<file path="src/rtl/id_ex_stage_if.sv">
// Bundles the ID-side operands/controls, the MEM/WB forward sources, the hazard
// controls and the EX-side outputs of the ID/EX stage.
interface id_ex_stage_if #(
  parameter int DW = 32,
  parameter int RW = 5,
  parameter int CW = 4
);
  logic          Stall;
  logic          Flush;
  logic          ID_Valid;
  logic [CW-1:0] ID_ALUControl;
  logic [DW-1:0] ID_ReadData1;
  logic [DW-1:0] ID_ReadData2;
  logic [DW-1:0] ID_Imm;
  logic [4:0]    ID_Shamt;
  logic [RW-1:0] ID_Rs;
  logic [RW-1:0] ID_Rt;
  logic [RW-1:0] ID_Rd;
  logic          ID_ALUSrc;
  logic          ID_ShiftSrc;
  logic          ID_RegDst;
  logic          ID_RegWrite;
  logic          ID_MemRead;
  logic          ID_MemWrite;
  logic          ID_MemToReg;
  logic          MEM_RegWrite;
  logic [RW-1:0] MEM_WriteReg;
  logic [DW-1:0] MEM_ALUResult;
  logic          WB_RegWrite;
  logic [RW-1:0] WB_WriteReg;
  logic [DW-1:0] WB_WriteData;
  logic [CW-1:0] EX_ALUControl;
  logic [DW-1:0] EX_A;
  logic [DW-1:0] EX_B;
  logic [DW-1:0] EX_StoreData;
  logic [RW-1:0] EX_WriteReg;
  logic          EX_Valid;
  logic          EX_RegWrite;
  logic          EX_MemRead;
  logic          EX_MemWrite;
  logic          EX_MemToReg;
  logic          LoadUseHazard;

  modport master (
    output Stall, Flush, ID_Valid, ID_ALUControl, ID_ReadData1, ID_ReadData2,
           ID_Imm, ID_Shamt, ID_Rs, ID_Rt, ID_Rd, ID_ALUSrc, ID_ShiftSrc,
           ID_RegDst, ID_RegWrite, ID_MemRead, ID_MemWrite, ID_MemToReg,
           MEM_RegWrite, MEM_WriteReg, MEM_ALUResult,
           WB_RegWrite, WB_WriteReg, WB_WriteData,
    input  EX_ALUControl, EX_A, EX_B, EX_StoreData, EX_WriteReg, EX_Valid,
           EX_RegWrite, EX_MemRead, EX_MemWrite, EX_MemToReg, LoadUseHazard
  );

  modport slave (
    input  Stall, Flush, ID_Valid, ID_ALUControl, ID_ReadData1, ID_ReadData2,
           ID_Imm, ID_Shamt, ID_Rs, ID_Rt, ID_Rd, ID_ALUSrc, ID_ShiftSrc,
           ID_RegDst, ID_RegWrite, ID_MemRead, ID_MemWrite, ID_MemToReg,
           MEM_RegWrite, MEM_WriteReg, MEM_ALUResult,
           WB_RegWrite, WB_WriteReg, WB_WriteData,
    output EX_ALUControl, EX_A, EX_B, EX_StoreData, EX_WriteReg, EX_Valid,
           EX_RegWrite, EX_MemRead, EX_MemWrite, EX_MemToReg, LoadUseHazard
  );
endinterface

</file>
<file path="src/rtl/id_ex_stage.sv">
// ID/EX pipeline register with MEM/WB operand forwarding into the EX-stage ALU
// and load-use hazard detection back towards ID.
module id_ex_stage #(
  parameter int DW = 32,
  parameter int RW = 5,
  parameter int CW = 4
) (
  input  logic         Clk,
  input  logic         Reset,
  id_ex_stage_if.slave bus
);

  typedef struct packed {
    logic          valid;
    logic [CW-1:0] aluc;
    logic [DW-1:0] rs_data;
    logic [DW-1:0] rt_data;
    logic [DW-1:0] imm;
    logic [4:0]    shamt;
    logic [RW-1:0] rs;
    logic [RW-1:0] rt;
    logic [RW-1:0] wreg;
    logic          alusrc;
    logic          shiftsrc;
    logic          regwrite;
    logic          memread;
    logic          memwrite;
    logic          memtoreg;
  } state_t;

  state_t        state_q;
  state_t        state_d;
  logic [DW-1:0] fwd_rs_s;
  logic [DW-1:0] fwd_rt_s;

  // MEM beats WB; register 0 and bubbles never take a forward.
  always_comb begin
    fwd_rs_s = state_q.rs_data;
    if (state_q.valid && (state_q.rs != {RW{1'b0}}) && bus.MEM_RegWrite &&
        (bus.MEM_WriteReg == state_q.rs)) begin
      fwd_rs_s = bus.MEM_ALUResult;
    end else if (state_q.valid && (state_q.rs != {RW{1'b0}}) && bus.WB_RegWrite &&
                 (bus.WB_WriteReg == state_q.rs)) begin
      fwd_rs_s = bus.WB_WriteData;
    end else begin
      fwd_rs_s = state_q.rs_data;
    end
  end

  // Same selection for the rt operand.
  always_comb begin
    fwd_rt_s = state_q.rt_data;
    if (state_q.valid && (state_q.rt != {RW{1'b0}}) && bus.MEM_RegWrite &&
        (bus.MEM_WriteReg == state_q.rt)) begin
      fwd_rt_s = bus.MEM_ALUResult;
    end else if (state_q.valid && (state_q.rt != {RW{1'b0}}) && bus.WB_RegWrite &&
                 (bus.WB_WriteReg == state_q.rt)) begin
      fwd_rt_s = bus.WB_WriteData;
    end else begin
      fwd_rt_s = state_q.rt_data;
    end
  end

  // Next state: flush to bubble, stall keeps forwarded data alive, else load from ID.
  always_comb begin
    state_d = state_q;
    if (bus.Flush) begin
      state_d = '0;
    end else if (bus.Stall) begin
      state_d.rs_data = fwd_rs_s;
      state_d.rt_data = fwd_rt_s;
    end else begin
      state_d.valid    = bus.ID_Valid;
      state_d.aluc     = bus.ID_ALUControl;
      state_d.rs_data  = bus.ID_ReadData1;
      state_d.rt_data  = bus.ID_ReadData2;
      state_d.imm      = bus.ID_Imm;
      state_d.shamt    = bus.ID_Shamt;
      state_d.rs       = bus.ID_Rs;
      state_d.rt       = bus.ID_Rt;
      state_d.wreg     = bus.ID_RegDst ? bus.ID_Rd : bus.ID_Rt;
      state_d.alusrc   = bus.ID_ALUSrc;
      state_d.shiftsrc = bus.ID_ShiftSrc;
      state_d.regwrite = bus.ID_RegWrite;
      state_d.memread  = bus.ID_MemRead;
      state_d.memwrite = bus.ID_MemWrite;
      state_d.memtoreg = bus.ID_MemToReg;
    end
  end

  // Stage register with synchronous reset to a bubble.
  always_ff @(posedge Clk) begin
    if (Reset) begin
      state_q <= '0;
    end else begin
      state_q <= state_d;
    end
  end

  assign bus.EX_ALUControl = state_q.aluc;
  assign bus.EX_A          = state_q.shiftsrc ? fwd_rt_s : fwd_rs_s;
  assign bus.EX_B          = state_q.shiftsrc ? {{(DW-5){1'b0}}, state_q.shamt}
                           : (state_q.alusrc ? state_q.imm : fwd_rt_s);
  assign bus.EX_StoreData  = fwd_rt_s;
  assign bus.EX_WriteReg   = state_q.wreg;
  assign bus.EX_Valid      = state_q.valid;
  assign bus.EX_RegWrite   = state_q.regwrite;
  assign bus.EX_MemRead    = state_q.memread;
  assign bus.EX_MemWrite   = state_q.memwrite;
  assign bus.EX_MemToReg   = state_q.memtoreg;

  assign bus.LoadUseHazard = bus.ID_Valid & state_q.valid & state_q.memread &
                             (state_q.wreg != {RW{1'b0}}) &
                             ((bus.ID_Rs == state_q.wreg) | (bus.ID_Rt == state_q.wreg));

endmodule

</file>
<file path="src/flat_wrapper.sv">
// flat-port wrapper written by rule: the top's interface ports become plain ports
module id_ex_stage_flat 
#(
  parameter int DW = 32,
  parameter int RW = 5,
  parameter int CW = 4
)
  (Clk, Reset, bus_Stall, bus_Flush, bus_ID_Valid, bus_ID_ALUControl, bus_ID_ReadData1, bus_ID_ReadData2, bus_ID_Imm, bus_ID_Shamt, bus_ID_Rs, bus_ID_Rt, bus_ID_Rd, bus_ID_ALUSrc, bus_ID_ShiftSrc, bus_ID_RegDst, bus_ID_RegWrite, bus_ID_MemRead, bus_ID_MemWrite, bus_ID_MemToReg, bus_MEM_RegWrite, bus_MEM_WriteReg, bus_MEM_ALUResult, bus_WB_RegWrite, bus_WB_WriteReg, bus_WB_WriteData, bus_EX_ALUControl, bus_EX_A, bus_EX_B, bus_EX_StoreData, bus_EX_WriteReg, bus_EX_Valid, bus_EX_RegWrite, bus_EX_MemRead, bus_EX_MemWrite, bus_EX_MemToReg, bus_LoadUseHazard);
  id_ex_stage_if #(.DW(DW), .RW(RW), .CW(CW)) bus_i ();
  input  logic Clk;
  input  logic Reset;
  input wire logic [$bits(bus_i.Stall)-1:0] bus_Stall;
  input wire logic [$bits(bus_i.Flush)-1:0] bus_Flush;
  input wire logic [$bits(bus_i.ID_Valid)-1:0] bus_ID_Valid;
  input wire logic [$bits(bus_i.ID_ALUControl)-1:0] bus_ID_ALUControl;
  input wire logic [$bits(bus_i.ID_ReadData1)-1:0] bus_ID_ReadData1;
  input wire logic [$bits(bus_i.ID_ReadData2)-1:0] bus_ID_ReadData2;
  input wire logic [$bits(bus_i.ID_Imm)-1:0] bus_ID_Imm;
  input wire logic [$bits(bus_i.ID_Shamt)-1:0] bus_ID_Shamt;
  input wire logic [$bits(bus_i.ID_Rs)-1:0] bus_ID_Rs;
  input wire logic [$bits(bus_i.ID_Rt)-1:0] bus_ID_Rt;
  input wire logic [$bits(bus_i.ID_Rd)-1:0] bus_ID_Rd;
  input wire logic [$bits(bus_i.ID_ALUSrc)-1:0] bus_ID_ALUSrc;
  input wire logic [$bits(bus_i.ID_ShiftSrc)-1:0] bus_ID_ShiftSrc;
  input wire logic [$bits(bus_i.ID_RegDst)-1:0] bus_ID_RegDst;
  input wire logic [$bits(bus_i.ID_RegWrite)-1:0] bus_ID_RegWrite;
  input wire logic [$bits(bus_i.ID_MemRead)-1:0] bus_ID_MemRead;
  input wire logic [$bits(bus_i.ID_MemWrite)-1:0] bus_ID_MemWrite;
  input wire logic [$bits(bus_i.ID_MemToReg)-1:0] bus_ID_MemToReg;
  input wire logic [$bits(bus_i.MEM_RegWrite)-1:0] bus_MEM_RegWrite;
  input wire logic [$bits(bus_i.MEM_WriteReg)-1:0] bus_MEM_WriteReg;
  input wire logic [$bits(bus_i.MEM_ALUResult)-1:0] bus_MEM_ALUResult;
  input wire logic [$bits(bus_i.WB_RegWrite)-1:0] bus_WB_RegWrite;
  input wire logic [$bits(bus_i.WB_WriteReg)-1:0] bus_WB_WriteReg;
  input wire logic [$bits(bus_i.WB_WriteData)-1:0] bus_WB_WriteData;
  output wire logic [$bits(bus_i.EX_ALUControl)-1:0] bus_EX_ALUControl;
  output wire logic [$bits(bus_i.EX_A)-1:0] bus_EX_A;
  output wire logic [$bits(bus_i.EX_B)-1:0] bus_EX_B;
  output wire logic [$bits(bus_i.EX_StoreData)-1:0] bus_EX_StoreData;
  output wire logic [$bits(bus_i.EX_WriteReg)-1:0] bus_EX_WriteReg;
  output wire logic [$bits(bus_i.EX_Valid)-1:0] bus_EX_Valid;
  output wire logic [$bits(bus_i.EX_RegWrite)-1:0] bus_EX_RegWrite;
  output wire logic [$bits(bus_i.EX_MemRead)-1:0] bus_EX_MemRead;
  output wire logic [$bits(bus_i.EX_MemWrite)-1:0] bus_EX_MemWrite;
  output wire logic [$bits(bus_i.EX_MemToReg)-1:0] bus_EX_MemToReg;
  output wire logic [$bits(bus_i.LoadUseHazard)-1:0] bus_LoadUseHazard;
  assign bus_i.Stall = bus_Stall;
  assign bus_i.Flush = bus_Flush;
  assign bus_i.ID_Valid = bus_ID_Valid;
  assign bus_i.ID_ALUControl = bus_ID_ALUControl;
  assign bus_i.ID_ReadData1 = bus_ID_ReadData1;
  assign bus_i.ID_ReadData2 = bus_ID_ReadData2;
  assign bus_i.ID_Imm = bus_ID_Imm;
  assign bus_i.ID_Shamt = bus_ID_Shamt;
  assign bus_i.ID_Rs = bus_ID_Rs;
  assign bus_i.ID_Rt = bus_ID_Rt;
  assign bus_i.ID_Rd = bus_ID_Rd;
  assign bus_i.ID_ALUSrc = bus_ID_ALUSrc;
  assign bus_i.ID_ShiftSrc = bus_ID_ShiftSrc;
  assign bus_i.ID_RegDst = bus_ID_RegDst;
  assign bus_i.ID_RegWrite = bus_ID_RegWrite;
  assign bus_i.ID_MemRead = bus_ID_MemRead;
  assign bus_i.ID_MemWrite = bus_ID_MemWrite;
  assign bus_i.ID_MemToReg = bus_ID_MemToReg;
  assign bus_i.MEM_RegWrite = bus_MEM_RegWrite;
  assign bus_i.MEM_WriteReg = bus_MEM_WriteReg;
  assign bus_i.MEM_ALUResult = bus_MEM_ALUResult;
  assign bus_i.WB_RegWrite = bus_WB_RegWrite;
  assign bus_i.WB_WriteReg = bus_WB_WriteReg;
  assign bus_i.WB_WriteData = bus_WB_WriteData;
  assign bus_EX_ALUControl = bus_i.EX_ALUControl;
  assign bus_EX_A = bus_i.EX_A;
  assign bus_EX_B = bus_i.EX_B;
  assign bus_EX_StoreData = bus_i.EX_StoreData;
  assign bus_EX_WriteReg = bus_i.EX_WriteReg;
  assign bus_EX_Valid = bus_i.EX_Valid;
  assign bus_EX_RegWrite = bus_i.EX_RegWrite;
  assign bus_EX_MemRead = bus_i.EX_MemRead;
  assign bus_EX_MemWrite = bus_i.EX_MemWrite;
  assign bus_EX_MemToReg = bus_i.EX_MemToReg;
  assign bus_LoadUseHazard = bus_i.LoadUseHazard;
  id_ex_stage #(.DW(DW), .RW(RW), .CW(CW)) u_core (.Clk(Clk), .Reset(Reset), .bus(bus_i));
endmodule
</file>
<file path="config.mk">
export PLATFORM = sky130hd
export DESIGN_NAME = id_ex_stage_flat
export DESIGN_NICKNAME = d
export VERILOG_FILES = /design/src/rtl/id_ex_stage_if.sv /design/src/rtl/id_ex_stage.sv /design/src/flat_wrapper.sv
export SDC_FILE = /design/constraint.sdc
export NUM_CORES = 1
export LEC_CHECK = 0
export ABC_AREA = 0
export CORE_ASPECT_RATIO = 1.4
export CORE_MARGIN = 2
export CORE_UTILIZATION = 35
export CTS_CLUSTER_DIAMETER = 60
export DETAILED_ROUTE_END_ITERATION = 12
export GPL_TIMING_DRIVEN = 0
export PLACE_DENSITY = 0.75
export SLEW_MARGIN = 5
export SYNTH_ARGS = -nofsm -noshare
export SYNTH_HDL_FRONTEND = slang
export SYNTH_SLANG_ARGS = --single-unit
</file>
<file path="constraint.sdc">
create_clock -name Clk -period 2.3 [get_ports Clk]
set_input_delay 0.46 -clock Clk [delete_from_list [all_inputs] [get_ports Clk]]
set_output_delay 0.46 -clock Clk [all_outputs]
set_load 0.1 [all_outputs]
</file>
==> results.json <==
{
  "place_area_um2": 14500,
  "grt_pass1_vias": 11336,
  "irDropWorstVdd_mv": 0.528,
  "viasPerCell": 6.01,
  "floorplan.initialDensity_pct": 35.4,
  "portBuffers": 317,
  "cts_tree": "yes",
  "cp_cell_sequence": "or4_4, or2_1, buf_6, and3_4, buf_16, o31ai_4, o22ai_4, buf_12",
  "critPathMaxStageDelay_ns": 0.52,
  "hold_viol_final": 0,
  "violations": "negative setup slack",
  "synth_cell_type_count": 41,
  "ios": 319,
  "die_area_um2": 24700,
  "synth_area_um2": 8190,
  "root_buffer": "clkbuf_16",
  "max_freq_mhz": 316,
  "antenna_found_initial": 4,
  "layout_common_cells": "193 x clkdlybuf4s50_1, 114 x dfxtp_1, 107 x buf_12",
  "cp.arrival_ns": 2.71,
  "nets": 1655,
  "numClockSinks": 127,
  "cts_buffers": 17,
  "setup.worst_path.start_class": "flip-flop",
  "drc_errors": 0,
  "rsz0062_at_grt": "true",
  "synth_warnings": 0,
  "busiest_layer": "met2",
  "maxCapViolations": 0,
  "p_int_mw": 4.86,
  "dieWidth_um": 133,
  "multiInputGateArea_um2": 8140,
  "design.core.area_um2": 23100,
  "synth-seq-cells": 127,
  "hold_path.class": "flip-flop to flip-flop",
  "p_leak_nw": 6.38,
  "die_height_um": 185,
  "dp_cells": 1647,
  "synth_seq_area_share_pct": 31.0,
  "antenna_left": 0,
  "syn_inst": 1024,
  "p_comb_share_pct": 31.9,
  "fin_crit_sh_pct": 138,
  "vias": 10639,
  "track_usage_pct": 34.6,
  "fin_util_pct": 77.6,
  "post_drt_wl_per_cell_um": 25.1,
  "p_per_area_nw_per_um2": 419,
  "final_cell_count_no_fill": 1771,
  "critPathKind": "flip-flop to primary output",
  "grt_start_max_net_pins": 17,
  "met1_usage_pct": 38.8,
  "status": "finished, violations left",
  "stdcell_area_um2": 18000,
  "post-place-ws_ns": -2.48,
  "synth_nets": 1232,
  "synth_top_area_share_pct": 31.0,
  "clockBufferDepth": 2,
  "required_ns": 1.84,
  "pwr-share-seq_pct": 30.7,
  "switching_share_pct": 35.4,
  "syn_area_per_cell_um2": 8.00,
  "grt_pass1_wl_um": 65200,
  "drt_iter0_drc": 737,
  "r2r_cells": 9,
  "tightestPinTransition_ns": 1.14,
  "dp_hpwl_um": 29200,
  "end_kind": "primary output",
  "layout-drive-gt1-share_pct": 42.7,
  "syn2layout_area_growth_pct": 119,
  "setup_violations": 126,
  "globalRouteOverflowTotal": 0,
  "use_met3_pct": 6.60,
  "regArea_um2": 2580,
  "finClkSkew_ns": 0.0153,
  "grt.met2_usage_pct": 61.0,
  "cp_max_fo": 7,
  "floorplan.rows": 66,
  "fin_crit_ns": 3.17,
  "setup_ws_ns": -0.867,
  "mostFrequentLayoutCell": "clkdlybuf4s50_1",
  "clock_power_share_pct": 37.3,
  "power.total_mw": 7.52,
  "yosys.area.top_type": "dfxtp_1",
  "wl_um": 44500,
  "drv_slew": 0,
  "htreeDepth": 4,
  "clk_latency_ns": 0.43,
  "hold_depth": 2,
  "slew_headroom_pct": 23.7,
  "net-switching-power_mw": 2.66,
  "path_clk_slew_ns": 0.07,
  "synth_area_leaders": "dfxtp_1 31%, mux2i_1 7.7%, nor2_1 7.7%",
  "first_pass_iters": 5,
  "n_fill_cell": 1476,
  "cp_slowest_cell": "or4_4",
  "gp_congestion": 0.851
}
==> layout make-up <==
cell class              count  share of cell area (%)
clock buffers              17                    2.37
multi-input cells         776                    45.4
clock inverters            15                   0.892
well taps                 306                    2.13
plain buffers             115                    5.69
repair buffers            410                    29.1
flip-flops and latches    127                    14.4
diodes                      5                  0.0697
==> path summary, 6_finish.rpt <==
kind | from | to | slack (ns)
min | u_core.bus.EX_MemToReg$_SDFFE_PP0N_ | u_core.bus.EX_MemToReg$_SDFFE_PP0N_ | 0.50
max reg2reg | u_core.state_q[18]$_SDFFE_PP0N_ | u_core.state_q[111]$_SDFF_PP0_ | -0.11
min reg2reg | u_core.bus.EX_MemToReg$_SDFFE_PP0N_ | u_core.bus.EX_MemToReg$_SDFFE_PP0N_ | 0.50
max | u_core.state_q[18]$_SDFFE_PP0N_ | bus_EX_A[2] | -0.87
==> per-layer routing <==
layer	share of wire, %	vias to the layer above
li1	-	4673
met1	36	5222
met2	51	571
met3	6.8	173
met4	5.8	0
met5	0	-
==> power groups by stage <==
stage | Combinational [mW] | Sequential (mW) | Clock, mW
2_1_floorplan | 1.24 | 2.37 | 0
3_3_place_gp | 2.00 | 2.36 | 0
3_5_place_dp | 2.02 | 2.36 | 0
4_1_cts | 2.29 | 2.31 | 2.80
5_1_grt | 2.48 | 2.32 | 2.90
6_report | 2.40 | 2.31 | 2.81
==> per-stage QoR <==
step	TNS [ns]	hold slack [ns]
2_1_floorplan	-41.03	0.463
3_3_place_gp	-280.44	0.476
3_5_place_dp	-284.93	0.485
4_1_cts	-75.03	0.488
5_1_grt	-78.92	0.530
6_report	-72.50	0.499
==> registers in the layout (all words and copies together) (netlist names) <==
name,flops
u_core.bus.EX_WriteReg,5
u_core.state_q,113
u_core.bus.EX_RegWrite,1
u_core.bus.EX_Valid,1
u_core.bus.EX_MemToReg,1
u_core.bus.EX_MemWrite,1
u_core.bus.EX_ALUControl,4
u_core.bus.EX_MemRead,1
==> what timing repair did <==
action,in CTS,in global routing
gates cloned,8,4
setup endpoints to repair,194,143
buffers inserted,74,33
pin swaps,78,52
gates resized for setup,1087,183
hold buffers,0,0
==> kinds of logic (layout without fill, tap and decap cells) <==
group,Yosys count,after routing,share of synthesized area (%)
and+or+nand+nor,349,349,22.8
AOI/OAI and AO/OA,334,334,28.8
DFF,127,127,31.0
buffers and inverters,121,557,6.43
muxes,63,63,7.70
xor gates and xnor gates,30,30,3.21
other,0,5,0
==> Yosys cell counts, drive strengths merged <==
cell type / instances
o32ai: 19
nand3: 3
nor2: 167
nand4b: 32
o31ai: 77
nand2: 31
xor2: 19
mux2i: 63
and2: 1
xnor2: 11
nor4: 3
a41oi: 32
a21boi: 64
o211a: 1
a22oi: 5
or2: 4
o21ai: 64
or4: 2
o2111ai: 1
and4: 2
a211oi: 33
nor3: 3
nor3b: 32
and3: 34
buf: 22
nand3b: 32
a21oi: 6
and4b: 1
o22ai: 32
clkbuf: 99
dfxtp: 127
nor2b: 2
==> worst max-delay path, delay by kind of cell (launching register included) <==
family	cells	cell delay, ns
AOI/OAI and AO/OA	2	0.42
and+or+nand+nor	3	0.99
buffers and inverters	3	0.52
DFF	1	0.35
Note: power is estimated with default switching activity, not from simulation.
